**src/rtl/flag_pkg.sv**
```systemverilog
// Shared types and constants for the NZCV condition-flag path.
// Latency: n/a (types and constants only).
// Backpressure: n/a.
// Contents: flag_op_e (ALU flag operation class), nzcv_t ({n,z,c,v}), bit
// indices into a 4-bit NZCV vector, and the reset value of the flags.
package flag_pkg;

    typedef enum logic [1:0] {
        OP_ADD   = 2'd0,
        OP_SUB   = 2'd1,
        OP_LOGIC = 2'd2,
        OP_NONE  = 2'd3
    } flag_op_e;

    typedef struct packed {
        logic n;
        logic z;
        logic c;
        logic v;
    } nzcv_t;

    localparam int FLAG_N = 3;
    localparam int FLAG_Z = 2;
    localparam int FLAG_C = 1;
    localparam int FLAG_V = 0;

    localparam nzcv_t NZCV_RESET = nzcv_t'(4'b0000);

endpackage

```
**src/rtl/flag_gen.sv**
```systemverilog
// Combinational NZCV generator from one ALU result and its operands.
// Latency: 0 cycles (pure combinational).
// Backpressure: none; output follows the inputs every cycle.
// Ports: op, a, b, result, cout (ALU result and operands, b un-inverted),
//        c_prev/v_prev (committed C and V, kept for logic ops), flags (NZCV out).
module flag_gen
    import flag_pkg::*;
#(
    parameter int WIDTH = 32
) (
    input  flag_op_e           op,
    input  logic [WIDTH-1:0]   a,
    input  logic [WIDTH-1:0]   b,
    input  logic [WIDTH-1:0]   result,
    input  logic               cout,
    input  logic               c_prev,
    input  logic               v_prev,
    output nzcv_t              flags
);

    logic a_msb;
    logic b_msb;
    logic r_msb;

    assign a_msb = a[WIDTH-1];
    assign b_msb = b[WIDTH-1];
    assign r_msb = result[WIDTH-1];

    // Overflow only depends on sign bits; the low operand bits are carried
    // through the interface so other pipelines can reuse this block as-is.
    logic unused_low_bits;
    assign unused_low_bits = ^{a[WIDTH-2:0], b[WIDTH-2:0]};

    always_comb begin
        flags   = nzcv_t'(4'b0000);
        flags.n = r_msb;
        flags.z = (result == '0);
        flags.c = c_prev;
        flags.v = v_prev;
        case (op)
            OP_ADD: begin
                flags.c = cout;
                flags.v = (a_msb == b_msb) && (r_msb != a_msb);
            end
            OP_SUB: begin
                // b is the un-inverted operand, so operands of differing sign
                // are the ones that can overflow a subtraction.
                flags.c = cout;
                flags.v = (a_msb != b_msb) && (r_msb != a_msb);
            end
            default: begin
                flags.c = c_prev;
                flags.v = v_prev;
            end
        endcase
    end

endmodule

```
**src/rtl/flag_unit.sv**
```systemverilog
// NZCV status register fed by ALU results through a one-entry pending stage.
// Latency: capture at T, flags_byp shows the new value at T+1, flags_out at T+2.
// Backpressure: none; one update per cycle sustained, flush kills the pending entry.
// Ports: ALU side (alu_valid, alu_op, alu_a, alu_b, alu_result, alu_cout,
//        set_flags, cond_ex), control (flush, wr_en/wr_flags, save_req,
//        restore_req), outputs flags_out (committed), flags_byp (pending-
//        inclusive), pend_valid, saved_flags.
// Optional save/restore of the flags is built only when FLAG_SAVE_EN is
// defined; otherwise save_req/restore_req are ignored and saved_flags is 0000.
module flag_unit
    import flag_pkg::*;
#(
    parameter int WIDTH = 32
) (
    input  logic               clk,
    input  logic               rst_n,
    input  logic               alu_valid,
    input  logic [1:0]         alu_op,
    input  logic [WIDTH-1:0]   alu_a,
    input  logic [WIDTH-1:0]   alu_b,
    input  logic [WIDTH-1:0]   alu_result,
    input  logic               alu_cout,
    input  logic               set_flags,
    input  logic               cond_ex,
    input  logic               flush,
    input  logic               wr_en,
    input  logic [3:0]         wr_flags,
    input  logic               save_req,
    input  logic               restore_req,
    output logic [3:0]         flags_out,
    output logic [3:0]         flags_byp,
    output logic               pend_valid,
    output logic [3:0]         saved_flags
);

    flag_op_e          cap_op;
    logic              capture;
    logic              commit;
    logic              restore_act;

    logic              pend_valid_q;
    flag_op_e          pend_op_q;
    logic [WIDTH-1:0]  pend_a_q;
    logic [WIDTH-1:0]  pend_b_q;
    logic [WIDTH-1:0]  pend_r_q;
    logic              pend_cout_q;

    nzcv_t             flags_q;
    nzcv_t             flags_d;
    nzcv_t             gen_flags;
    nzcv_t             byp_flags;
    nzcv_t             saved_q;

    assign cap_op  = flag_op_e'(alu_op);
    assign capture = alu_valid && set_flags && cond_ex && (cap_op != OP_NONE) && !flush;
    assign commit  = pend_valid_q && !flush;

    // Pending stage: a new capture may refill it in the same cycle the older
    // entry commits, which keeps one flag update per cycle.
    always_ff @(posedge clk or negedge rst_n) begin
        if (!rst_n) begin
            pend_valid_q <= 1'b0;
            pend_op_q    <= OP_ADD;
            pend_a_q     <= '0;
            pend_b_q     <= '0;
            pend_r_q     <= '0;
            pend_cout_q  <= 1'b0;
        end else begin
            pend_valid_q <= capture && !restore_act;
            if (capture) begin
                pend_op_q   <= cap_op;
                pend_a_q    <= alu_a;
                pend_b_q    <= alu_b;
                pend_r_q    <= alu_result;
                pend_cout_q <= alu_cout;
            end
        end
    end

    // C/V for logic ops come from the committed register; any older update
    // has already committed by the time this entry is pending.
    flag_gen #(
        .WIDTH  (WIDTH)
    ) u_flag_gen (
        .op     (pend_op_q),
        .a      (pend_a_q),
        .b      (pend_b_q),
        .result (pend_r_q),
        .cout   (pend_cout_q),
        .c_prev (flags_q.c),
        .v_prev (flags_q.v),
        .flags  (gen_flags)
    );

    // Restore beats an explicit write, which beats the pending commit.
    always_comb begin
        flags_d = flags_q;
        if (restore_act) begin
            flags_d = saved_q;
        end else if (wr_en) begin
            flags_d = nzcv_t'(wr_flags);
        end else if (commit) begin
            flags_d = gen_flags;
        end
    end

    always_ff @(posedge clk or negedge rst_n) begin
        if (!rst_n) begin
            flags_q <= NZCV_RESET;
        end else begin
            flags_q <= flags_d;
        end
    end

    assign byp_flags = pend_valid_q ? gen_flags : flags_q;

`ifdef FLAG_SAVE_EN
    assign restore_act = restore_req;

    // On a simultaneous save and restore the restore reads the old value
    // (flags_d above) while the save still lands here.
    always_ff @(posedge clk or negedge rst_n) begin
        if (!rst_n) begin
            saved_q <= NZCV_RESET;
        end else if (save_req) begin
            saved_q <= byp_flags;
        end
    end
`else
    logic unused_save_ports;
    assign unused_save_ports = save_req ^ restore_req;
    assign restore_act       = 1'b0;
    assign saved_q           = NZCV_RESET;
`endif

    assign flags_out   = flags_q;
    assign flags_byp   = byp_flags;
    assign pend_valid  = pend_valid_q;
    assign saved_flags = saved_q;

endmodule

```
**config.mk**
```make
export PLATFORM = sky130hd
export DESIGN_NAME = flag_unit
export DESIGN_NICKNAME = d
export VERILOG_FILES = /design/src/rtl/flag_pkg.sv /design/src/rtl/flag_gen.sv /design/src/rtl/flag_unit.sv
export SDC_FILE = /design/constraint.sdc
export NUM_CORES = 1
export LEC_CHECK = 0
export ABC_AREA = 1
export BUFFER_PORTS_ARGS = -buffer_cell sky130_fd_sc_hd__buf_2
export CORE_MARGIN = 3
export CORE_UTILIZATION = 25
export DETAILED_ROUTE_END_ITERATION = 6
export HOLD_SLACK_MARGIN = 0.1
export PLACE_DENSITY = 0.52
export REMOVE_ABC_BUFFERS = 1
export SYNTH_ARGS = -nofsm -noshare
export SYNTH_HDL_FRONTEND = slang
export SYNTH_HIERARCHICAL = 1
export SYNTH_SLANG_ARGS = --single-unit
export TNS_END_PERCENT = 10
```
**constraint.sdc**
```tcl
create_clock -name clk -period 1.5 [get_ports clk]
set_input_delay 0.15 -clock clk [delete_from_list [all_inputs] [get_ports clk]]
set_output_delay 0.15 -clock clk [all_outputs]
set_load 0.01 [all_outputs]
```
# Word-level counts from Yosys, hierarchy flattened

Index checks and enable logic that the tools add are counted.
W data, S select, Z words.

Bits in registers: 104
Output and inout port bits: 13

Equality and inequality tests: 5
Muxes and demuxes: 4
Reductions and logical operators: 11

Operators by type and width:

| kind                 | count |
|---|---|
| $logic_not A32 Y1    | 1 |
| $mux W4              | 3 |
| $logic_and A1 B1 Y1  | 7 |
| $pmux W2 S2          | 1 |
| $eq A2 B1 Y1 const B | 1 |
| $logic_not A2 Y1     | 1 |
| $ne A1 B1 Y1         | 2 |
| $ne A2 B2 Y1 const B | 1 |
| $reduce_bool A2 Y1   | 1 |
| $eq A1 B1 Y1         | 1 |
| $logic_not A1 Y1     | 1 |

# Logic depth before layout (Yosys ltp)

Depth after elaboration: 5
Depth in mapped cells: 9
Depth with buffers taken out: 9

# Cells and area by module

Netlist, hierarchy kept.

By module, submodules not included:

| module    | instances | cells each | area an instance (µm²) | seq. area each (µm²) |
|---|---|---|---|---|
| flag_unit | 1         | 481        | 5397.7                 | 2602.5 |
| flag_gen  | 1         | 52         | 206.4                  | 0.0 |

# Least setup slack after synthesis

No wires, ideal clock.

Path kind: register to output
From: reg pend_op_q[1]
To: out flags_byp[0]
Arrival time: 1025 ps
Setup slack: 325 ps
Stages on the path, launching flop included: 8
Buffers on the path: 0
Path through: dfrtp_1 > inv_1 > nand2_1 > nand3_1 > nand3_1 > nand2_1 > inv_1 > a21oi_1

RTL lines:

| what                   | line            | RTL |
|---|---|---|
| start, declared        | flag_unit.sv:42 | `flag_op_e pend_op_q;` |
| start signal, assigned | flag_unit.sv:71 | `pend_op_q <= cap_op;` |
| end, declared          | flag_unit.sv:31 | `output logic [3:0] flags_byp,` |

==> impl_results.md <==
* Failing checks: negative setup slack
* Hold Path Stages at 3
* Syn Inst Count at 271
* Placed cells at 454
* Initial core utilization at 25.8%
* Yosys warns at 6
* Final Critical Period at 1630 ps
* Clock Tree Buf Depth at 2
* Port bufs at 56
* Number of global-route vias before repair at 1958
* Reg2Reg Capture Point: flags_out[2]$_DFFE_PN0P_
* Clock root cell: clkbuf_8
* RSZ-0062 raised after global routing: true
* Starting DRC count in detailed routing at 86
* Smallest hold slack at 107 ps
* R2R Setup Slk at 290 ps
* All-Layer GR Usage at 9.72%
* Most common cell after layout, fill and taps aside: buf_2
* Crit path required time at 1350 ps
* CTS tree: done
* DRT Pass-1 Iters at 4
* Fin Setup TNS at -260 ps
* Num ports at 125
* Fraction of layout cells with a size suffix above 1 at 51.2%
* Total global routing overflow at 0
* CTS buffer count at 5
* DRC at 0
* Outcome: complete, but fails checks
* # rows at 36
* Total leakage power at 1.63 nW
* # Max-Cap Violations at 0
* First-pass GRT wire length at 8980 um
* FF/Latch Area at 1050 um2
* Clock latency on the worst-skew pair at 290 ps
* Fin nets at 472
* Vias at 1918
* Crit path max fanout at 2
* Startpoint class of the critical path: flip-flop
* Fin Clk Skew at 3.42 ps
* Largest net degree at the start of global routing at 38
* Reg clk slew, reported paths at 80 ps
* CP Capture Type: output port
* Hold path startpoint: alu_result[0]
* Peak Freq at 613 MHz
* Pins over their slew limit at 0
* Fin crit share at 109%
* Final Hold Vio Count at 0
* Worst Path Arrival at 1480 ps
* Area delta synth->final at 30.7%
* Non-Filler Instances at 494
* Avg WL per Cell at 10.6 um
* Hold Path Class: input pin to flip-flop
* Filler cells at 1002
* Crit Path Category: flip-flop to output port
* Diodes inserted at 0
* Max rail drop VDD at 0.389 mV
* Synth Area per Inst at 9.31 um2
* Routability Congestion at 0.750
* Die area at 11300 um2
* R2r worst-path depth at 9
* Hold-critical path endpoint: pend_r_q[0]$_DFFE_PN0P_
* Most frequent cells in the layout: buf_2 (56), nand3_1 (43), nand2_2 (42)
* Core ar. at 9770 um2
* Die height at 106 um
* R2R Path Start: pend_r_q[4]$_DFFE_PN0P_
* Mapped Area at 2520 um2
* Vias per inst at 3.88
* Multi-input logic area at 1230 um2
* Hpwl dp at 3710 um
* PnR worst setup slack at -131 ps
* Antenna-violating nets left at 0
* H-tree lvl count at 2
* Worst Setup SP: pend_r_q[4]$_DFFE_PN0P_
* CTS Sinks at 42
* Die Width at 106 um
* PD cells at 1020 nW/um2
* Initial antenna violation count at 0
* Final WL at 5230 um
* Final setup vio count at 2
==> what timing repair did <==
action | 4_1_cts | 5_1_grt
hold buffers | 17 | 0
pin swaps | 1 | 8
endpoints found under the hold margin | 33 | 0
endpoints found under the setup margin | 2 | 3
gates resized for setup | 1 | 11
buffers inserted | 1 | 14
==> report_power, final <==
group          internal [mW]  switching, mW  total [mW]  leakage [nW]
combinational          0.585          0.500        1.09          1.05
sequential              1.35          0.175        1.53         0.530
clock                  0.372          0.392       0.764        0.0482
==> how the worst max path moves through the flow <==
stage / end / slack (ps) / cells past startpoint
after global routing: flags_byp[2] / -290 / 8
after CTS: flags_byp[2] / -200 / 8
after global placement: flags_byp[2] / 80 / 8
final: flags_byp[2] / -130 / 8
after detailed placement: flags_byp[2] / 80 / 8
after floorplan: pend_a_q[31]$_DFFE_PN0P_ / -940 / 4
==> state kept, by name, indices dropped and copies added, names as in the netlist <==
signal and cells:
flags_out 4, pend_a_q 1, pend_b_q 1, pend_cout_q 1, pend_op_q 2, pend_r_q 32, pend_valid 1
==> through the flow <==
| stage | cell area, um2 | worst slack (ps) | util (%) | power [mW] |
|---|---|---|---|---|
| floorplan | 2300 | -943 | - | 2.15 |
| global placement | 2890 | 82.2 | 29.6 | 2.45 |
| detailed placement | 2890 | 75.7 | 29.6 | 2.47 |
| CTS | 3160 | -203 | 32.4 | 3.29 |
| global route | 3300 | -293 | 33.7 | 3.62 |
| finish | 3300 | -131 | 33.7 | 3.37 |
==> critical path, cell delays in order, from the launching register on <==
cell,delay [ps]
dfrtp_1,420
nor2_2,90
nand2_1,60
nor2_1,140
nand2_2,80
nor2_4,120
nand2_1,50
o21ai_1,80
buf_2,140
==> cell type report <==
type                            instances  area share, %
Clock buffer                            7           2.62
Timing Repair Buffer                  102           21.5
Clock inverter                          1          0.152
Sequential cell                        42           31.9
Multi-Input combinational cell        196           37.3
Inverter                               13           1.48
Tap cell                              133           5.05
==> routing by layer <==
layer	vias up	wire, um	global-route usage (%)
met2	47	2350	16.0
li1	1012	-	-
met1	855	2590	13.1
met3	4	263	2.19
met4	0	30	2.19
met5	-	0	0
(Power assumes the default switching activity.)
